### src/rtl/axi_lite_master.sv
// rtl/axi_lite_master.sv - AXI4-Lite single-outstanding register access master
module axi_lite_master #(
  parameter int unsigned TIMEOUT_CYCLES = 1024
) (
  input  logic        FCLK_CLK0,
  input  logic        RST_N,
  // command side
  input  logic        i_cmd_valid,
  output logic        o_cmd_ready,
  input  logic        i_cmd_write,
  input  logic [31:0] i_cmd_addr,
  input  logic [31:0] i_cmd_wdata,
  input  logic [3:0]  i_cmd_wstrb,
  // response side
  output logic        o_rsp_valid,
  input  logic        i_rsp_ready,
  output logic [31:0] o_rsp_rdata,
  output logic [1:0]  o_rsp_resp,
  output logic        o_rsp_timeout,
  // write address channel
  output logic [31:0] AXI_awaddr,
  output logic [2:0]  AXI_awprot,
  output logic        AXI_awvalid,
  input  logic        AXI_awready,
  // write data channel
  output logic [31:0] AXI_wdata,
  output logic [3:0]  AXI_wstrb,
  output logic        AXI_wvalid,
  input  logic        AXI_wready,
  // write response channel
  input  logic [1:0]  AXI_bresp,
  input  logic        AXI_bvalid,
  output logic        AXI_bready,
  // read address channel
  output logic [31:0] AXI_araddr,
  output logic [2:0]  AXI_arprot,
  output logic        AXI_arvalid,
  input  logic        AXI_arready,
  // read data channel
  input  logic [31:0] AXI_rdata,
  input  logic [1:0]  AXI_rresp,
  input  logic        AXI_rvalid,
  output logic        AXI_rready
);

  typedef enum logic [1:0] {
    S_IDLE  = 2'd0,
    S_WRITE = 2'd1,
    S_READ  = 2'd2,
    S_RESP  = 2'd3
  } state_t;

  localparam logic [31:0] LP_LAST  = 32'(TIMEOUT_CYCLES - 32'd1);
  localparam logic        LP_TO_EN = (TIMEOUT_CYCLES != 32'd0);

  state_t      r_state;
  state_t      w_next;

  logic [31:0] r_addr;
  logic [31:0] r_wdata;
  logic [3:0]  r_wstrb;
  logic        r_aw_done;
  logic        r_w_done;
  logic        r_b_done;
  logic        r_ar_done;
  logic [31:0] r_cnt;
  logic [31:0] r_rsp_rdata;
  logic [1:0]  r_rsp_resp;
  logic        r_rsp_timeout;

  logic        w_aw_hs;
  logic        w_w_hs;
  logic        w_b_hs;
  logic        w_ar_hs;
  logic        w_r_hs;
  logic        w_wr_done;
  logic        w_limit;

  // Channel valids/readies follow the state and per-channel done flags, so
  // they are all 0 in IDLE/RESP and drop the cycle after their own handshake.
  assign o_cmd_ready   = (r_state == S_IDLE);
  assign o_rsp_valid   = (r_state == S_RESP);
  assign AXI_awvalid   = (r_state == S_WRITE) && !r_aw_done;
  assign AXI_wvalid    = (r_state == S_WRITE) && !r_w_done;
  assign AXI_bready    = (r_state == S_WRITE);
  assign AXI_arvalid   = (r_state == S_READ) && !r_ar_done;
  assign AXI_rready    = (r_state == S_READ);

  assign AXI_awaddr    = r_addr;
  assign AXI_araddr    = r_addr;
  assign AXI_awprot    = 3'b000;
  assign AXI_arprot    = 3'b000;
  assign AXI_wdata     = r_wdata;
  assign AXI_wstrb     = r_wstrb;

  assign o_rsp_rdata   = r_rsp_rdata;
  assign o_rsp_resp    = r_rsp_resp;
  assign o_rsp_timeout = r_rsp_timeout;

  assign w_aw_hs   = AXI_awvalid && AXI_awready;
  assign w_w_hs    = AXI_wvalid && AXI_wready;
  assign w_b_hs    = AXI_bready && AXI_bvalid;
  assign w_ar_hs   = AXI_arvalid && AXI_arready;
  // An R beat seen before the address has been accepted is not ours.
  assign w_r_hs    = AXI_rready && AXI_rvalid && (r_ar_done || w_ar_hs);
  assign w_wr_done = (r_aw_done || w_aw_hs) && (r_w_done || w_w_hs) && (r_b_done || w_b_hs);
  assign w_limit   = LP_TO_EN && (r_cnt == LP_LAST);

  // State register.
  always_ff @(posedge FCLK_CLK0 or negedge RST_N) begin
    if (!RST_N) begin
      r_state <= S_IDLE;
    end else begin
      r_state <= w_next;
    end
  end

  // Next-state logic; completion on the limit cycle takes priority over timeout.
  always_comb begin
    w_next = r_state;
    case (r_state)
      S_IDLE:  if (i_cmd_valid) w_next = i_cmd_write ? S_WRITE : S_READ;
      S_WRITE: if (w_wr_done || w_limit) w_next = S_RESP;
      S_READ:  if (w_r_hs || w_limit) w_next = S_RESP;
      S_RESP:  if (i_rsp_ready) w_next = S_IDLE;
      default: w_next = S_IDLE;
    endcase
  end

  // Command capture, handshake bookkeeping, timeout counter and response capture.
  always_ff @(posedge FCLK_CLK0 or negedge RST_N) begin
    if (!RST_N) begin
      r_addr        <= 32'd0;
      r_wdata       <= 32'd0;
      r_wstrb       <= 4'd0;
      r_aw_done     <= 1'b0;
      r_w_done      <= 1'b0;
      r_b_done      <= 1'b0;
      r_ar_done     <= 1'b0;
      r_cnt         <= 32'd0;
      r_rsp_rdata   <= 32'd0;
      r_rsp_resp    <= 2'b00;
      r_rsp_timeout <= 1'b0;
    end else begin
      case (r_state)
        S_IDLE: begin
          if (i_cmd_valid) begin
            r_addr        <= i_cmd_addr;
            r_wdata       <= i_cmd_wdata;
            r_wstrb       <= i_cmd_wstrb;
            r_aw_done     <= 1'b0;
            r_w_done      <= 1'b0;
            r_b_done      <= 1'b0;
            r_ar_done     <= 1'b0;
            r_cnt         <= 32'd0;
            r_rsp_rdata   <= 32'd0;
            r_rsp_resp    <= 2'b00;
            r_rsp_timeout <= 1'b0;
          end
        end
        S_WRITE: begin
          r_cnt <= r_cnt + 32'd1;
          if (w_aw_hs) r_aw_done <= 1'b1;
          if (w_w_hs)  r_w_done  <= 1'b1;
          if (w_b_hs) begin
            r_b_done   <= 1'b1;
            r_rsp_resp <= AXI_bresp;
          end
          if (!w_wr_done && w_limit) begin
            r_rsp_resp    <= 2'b10;
            r_rsp_rdata   <= 32'd0;
            r_rsp_timeout <= 1'b1;
          end
        end
        S_READ: begin
          r_cnt <= r_cnt + 32'd1;
          if (w_ar_hs) r_ar_done <= 1'b1;
          if (w_r_hs) begin
            r_rsp_rdata <= AXI_rdata;
            r_rsp_resp  <= AXI_rresp;
          end
          if (!w_r_hs && w_limit) begin
            r_rsp_resp    <= 2'b10;
            r_rsp_rdata   <= 32'd0;
            r_rsp_timeout <= 1'b1;
          end
        end
        default: begin
        end
      endcase
    end
  end

endmodule

### config.mk
export PLATFORM = sky130hd
export DESIGN_NAME = axi_lite_master
export DESIGN_NICKNAME = d
export VERILOG_FILES = /design/src/rtl/axi_lite_master.sv
export SDC_FILE = /design/constraint.sdc
export NUM_CORES = 1
export LEC_CHECK = 0
export ABC_AREA = 1
export CORE_ASPECT_RATIO = 0.8
export CORE_MARGIN = 5
export CORE_UTILIZATION = 44
export CTS_CLUSTER_DIAMETER = 120
export DETAILED_ROUTE_END_ITERATION = 10
export GPL_TIMING_DRIVEN = 0
export PLACE_DENSITY = 0.91
export SYNTH_ARGS = -nofsm -noshare
export SYNTH_HDL_FRONTEND = slang
export SYNTH_SLANG_ARGS = --single-unit
### constraint.sdc
create_clock -name FCLK_CLK0 -period 2.4 [get_ports FCLK_CLK0]
set_clock_uncertainty 0.05 [all_clocks]
set_input_delay 0.48 -clock FCLK_CLK0 [delete_from_list [all_inputs] [get_ports FCLK_CLK0]]
set_output_delay 0.48 -clock FCLK_CLK0 [all_outputs]
set_load 0.005 [all_outputs]
## After elaboration in Yosys (flattened, before gate mapping)

Index checks and enable logic that the tools add are counted.
Widths: inputs -> output; s select.

- Output and inout port bits: 148
- Input bits: 114
- Bits in registers: 141
- Word-level logic and storage cells: 99

- Equality and inequality tests: 16
- Muxes and demuxes: 30
- Reduce and logical (&&, ||, !) cells: 40
- Add/sub/neg operators: 1

Operators by type and width:

| kind | count |
|---|---|
| $mux 32 | 4 |
| $pmux 32 s3 | 1 |
| $pmux 32 s2 | 1 |
| $add 32x1->32 const B | 1 |
| $eq 32x10->1 const B | 1 |
| $mux 2 | 10 |
| $ne 2x1->1 const B | 9 |
| $reduce_and 4->1 | 4 |
| $logic_and 1x1->1 | 13 |
| $reduce_and 3->1 | 4 |
| $pmux 1 s2 | 4 |
| $pmux 2 s4 | 1 |
| $mux 1 | 7 |
| $logic_or 1x1->1 | 6 |
| $ne 3x1->1 const B | 2 |
| $pmux 2 s3 | 1 |
| $reduce_bool 2->1 | 3 |
| $logic_not 1->1 | 5 |
| $eq 2x2->1 const B | 2 |
| $reduce_and 2->1 | 2 |
| $pmux 1 s3 | 1 |
| $reduce_bool 3->1 | 1 |
| $eq 2x1->1 const B | 1 |
| $logic_not 2->1 | 1 |
| other kinds (2) | 2 |

## Depth between registers and ports, before layout

- Word-level depth: 10
- Depth in mapped cells: 14
- Depth with buffers taken out: 12

## Worst setup path after synthesis

No wires, ideal clock.

- Path kind: register -> register
- Start point: register r_state[1]
- End point: register r_rsp_rdata[10] (netlist: o_rsp_rdata[10])
- Data arrival time: 1.699 ns
- Library setup time: 0.116 ns
- Period minus slack after synthesis: 1.865 ns
- Setup slack: 0.535 ns
- Buffers on the path: 2
- Stages on the path, launching flop included: 15
- Data required time: 2.234 ns
- Cell sequence: dfrtp_1 > inv_1 > ha_1 > buf_4 > inv_1 > o21ai_0 > nand3b_1 > nand3_2 > nand2_2 > nand2_4 > inv_4 > nand2_4 > buf_6 > nand2_1 > nand2_1

- Cells in the longest elaborated chain, start to end: 10

Ends and longest elaborated chain:

| element | line | source |
|---|---|---|
| from (decl) | 56 | `state_t r_state;` |
| from (signal assigned) | 114 | `r_state <= w_next;` |
| $eq 2x1->1 * | 85 | `assign AXI_bready = (r_state == S_WRITE);` |
| named net AXI_bready | 33 | `output logic AXI_bready,` |
| $logic_and 1x1->1 (on tied branches) | 83, 84 |  |
| $logic_and 1x1->1 (on tied branches) | 100, 101 |  |
| $logic_or 1x1->1 | 106 | `assign w_wr_done = (r_aw_done \|\| w_aw_hs) && (r_w_done \|\| w_w_hs) && (r_b_done \|\| w_b_hs);` |
| $logic_and 1x1->1 (2 in a row) | 106 |  |
| $logic_not 1->1 | 169 | `if (!w_wr_done && w_limit) begin` |
| $logic_and 1x1->1 | 169 |  |
| $ne 2x1->1 (no source line) | n/a |  |
| $reduce_and 4->1 (no source line) | n/a |  |
| to (signal assigned) | 179 | `r_rsp_rdata <= AXI_rdata;` |
| to (decl) | 67 | `logic [31:0] r_rsp_rdata;` |

The timed path passes the listed nets; every way through them passes the cells marked *.
A chain may end at the register's enable or synchronous reset.

## Worst setup path after layout

- Start point: register r_state[1]
- End point: output port AXI_wvalid

- Cells in the longest elaborated chain, start to end: 2

Ends and longest elaborated chain:

| element | line | source |
|---|---|---|
| $eq 2x1->1 | 84 | `assign AXI_wvalid = (r_state == S_WRITE) && !r_w_done;` |
| $logic_and 1x1->1 | 84 |  |
| to (decl) | 28 | `output logic AXI_wvalid,` |

Every way passes these cells.

==> metrics <==
status finished, final reports clean; via count of the first global-routing pass 6128; initial core utilization 0.4469; via/cell ratio 5.034; Initial DRT Pass Iterations 5; Crit Path Category flop to primary output; commonest non-fill, non-tap cell in the layout clkdlybuf4s50_1; final non-filler cell area 10220 sq um; leakage 0.004713 uW; worst reg-to-reg setup slack 0.09 ns; IO Count 262; Total Power 12070 uW; Data required, critical path 1.87 ns; most frequent cells in the layout 251 x clkdlybuf4s50_1, 187 x nand2_1, 139 x dfrtp_1, 68 x mux2_2, 57 x inv_1; Clk pin slew, worst setup/hold paths 0.06 ns; Routed Antenna Nets 0; f_max 427.7 MHz; number of clock sinks 141; crit path max fanout 9; GPL Wtd Cong 0.8835; Synth Area in Simple Gates 0.2080; Unique masters post-synth 33; vias 6005; NumNets Final 1112; mean post-synth cell area 9.473 sq um; WL final 20.32 mm; I/O Buffers 255; Synth Area in Adders 0.01123; layout cells sized above 1 0.1813; DR iter-0 viols 589; Worst Setup End Kind primary output; TritonCTS clock tree done; Compound-Gate Fraction of Synth Area 0.04322; dpl hpwl 15.10 mm; Wirelength per Cell 17.03 um; H-tree levels 4; antenna violations before repair 0; Final min period 2.338 ns; fin worst setup slack 0.06179 ns; pre-CTS worst setup slack -0.2600 ns; core area 14960 sq um; Mapped Cells 706; Post-Syn Area 6688 sq um; Hold WC Path Type flop to flop; Final Core Density 0.6832; Worst setup SP type flop; largest net degree at the start of global routing 92; final setup violating endpoints 0; antenna cells 0; DIE WIDTH 147.8 um; post-synthesis xor/xnor area fraction 0.001310; Num CTS Buffers 17; Ys Warns 0; first-pass GRT wire length 31.87 mm; main combinational cell family by area after synthesis simple AND/OR/NAND/NOR gates; Slew Viols, Final 0; total track usage 0.2251; worst relative slew slack 0.6063; Worst-Skew Late Latency 0.42 ns; remaining global-route overflow 0; die area 17780 sq um; Final period util 0.9743; worst slew pin tran 0.5906 ns; #FFs+latches synth 141; # rows 40; multiplexer area fraction after synthesis 0.1145; PD cells 1181 nW/um^2; maximum vdd drop 0.9108 mV; Bufs on Longest Clock Path 2; die height 120.3 um; final hold violation count 0; P&R area growth vs syn 52.87%; placed cell area 9524 sq um; CP Data Arrival Time 1.81 ns; post-synthesis sequential area ratio 0.5276; DRC Markers 0; setup_tns 0 ns; clk root buf clkbuf_16; max cap viols 0
per-layer routing:
layer / share of wire / vias to the layer above / global-route usage
li1: - / 2798 / -
met1: 0.38 / 2866 / 0.2628
met2: 0.48 / 309 / 0.3807
met3: 0.12 / 32 / 0.09704
met4: 0.019 / 0 / 0.06405
met5: 0 / - / 0
power by group:
group	total, uW	internal [uW]	switching [uW]
Clock	2680	1630	1050
Combinational	5540	3360	2180
Sequential	3850	3250	604
Total	12100	8230	3840
timing repair:
action                                  in CTS  in global routing
hold buffers                                 1                  0
endpoints found under the hold margin       50                  0
resized for setup                            8                 13
setup buffers                                2                  3
endpoints found under the setup margin      14                 14
pin swaps                                    0                  3
logic make-up (layout without fill, tap and decap cells):
kind of cell             count (synthesis)  in the layout
flip-flops                             141            141
XOR/XNOR                                 1              1
multiplexers                            68             68
other                                    1              6
buffers and inverters                  115            408
adder cells (fa/ha/maj)                  6              6
AND/OR/NAND/NOR                        319            319
AO/OA/AOI/OAI                           55             55
Yosys cell counts (all sizes together):
library cell,number,area share
nand2,196,0.12
dfrtp,141,0.53
mux2,68,0.11
nor2,60,0.040
inv,59,0.033
buf,53,0.058
nand3,30,0.024
o21ai,27,0.020
a21oi,23,0.018
nor3,19,0.014
nand4,8,0.0075
ha,6,0.011
nand3b,3,0.0034
clkbuf,2,0.0011
nor3b,2,0.0022
o21a,2,0.0022
a31oi,1,0.00094
clkinv,1,0.00056
conb,1,0.00056
o211ai,1,0.0011
o22ai,1,0.00094
or2,1,0.00094
xor2,1,0.0013
flip-flops by register name (all words and copies together) (netlist names):
signal,cells
AXI_wstrb,4
o_rsp_rdata,32
r_ar_done,1
o_rsp_timeout,1
AXI_araddr,32
r_cnt,32
r_aw_done,1
r_state,2
AXI_wdata,32
o_rsp_resp,2
r_b_done,1
r_w_done,1
critical path, cell delays in order (launching register included):
cell and delay, ns:
dfrtp_2 0.44, inv_1 0.10, ha_2 0.20, buf_6 0.14, inv_1 0.10, nor2_1 0.15, dlygate4sd2_1 0.27
layout make-up:
type,count,area (sq um)
Clock buffer,21,470.5
Buffer,55,402.9
Inverter,60,227.7
Clock inverter,10,128.9
Timing Repair Buffer,262,2625
Multi-Input combinational cell,455,2601
Sequential cell,141,3531
Fill cell,997,4741
Tap cell,189,236.5
per-stage QoR:
step / hold slack, ns / std cells
after floorplan: 0.1344 / 711
after global placement: 0.4032 / 1155
after detailed placement: 0.4028 / 1156
after CTS: 0.4270 / 1190
after global routing: 0.4403 / 1193
final: 0.4241 / 1193
worst paths after layout:
check                                                  from                          end  cells past startpoint
worst max-delay path                 r_state[1]$_DFFE_PN0P_                   AXI_wvalid                      6
worst min-delay path            o_rsp_rdata[18]$_DFFE_PN0P_  o_rsp_rdata[18]$_DFFE_PN0P_                      2
worst max register to register       r_state[0]$_DFFE_PN0P_        r_cnt[17]$_DFFE_PN0P_                     11
worst min register to register  o_rsp_rdata[18]$_DFFE_PN0P_  o_rsp_rdata[18]$_DFFE_PN0P_                      2
max in group asynchronous                             RST_N    AXI_wdata[10]$_DFFE_PN0P_                      3
min in group asynchronous                             RST_N  o_rsp_rdata[15]$_DFFE_PN0P_                      2
Power figures use the tool's default switching activity.
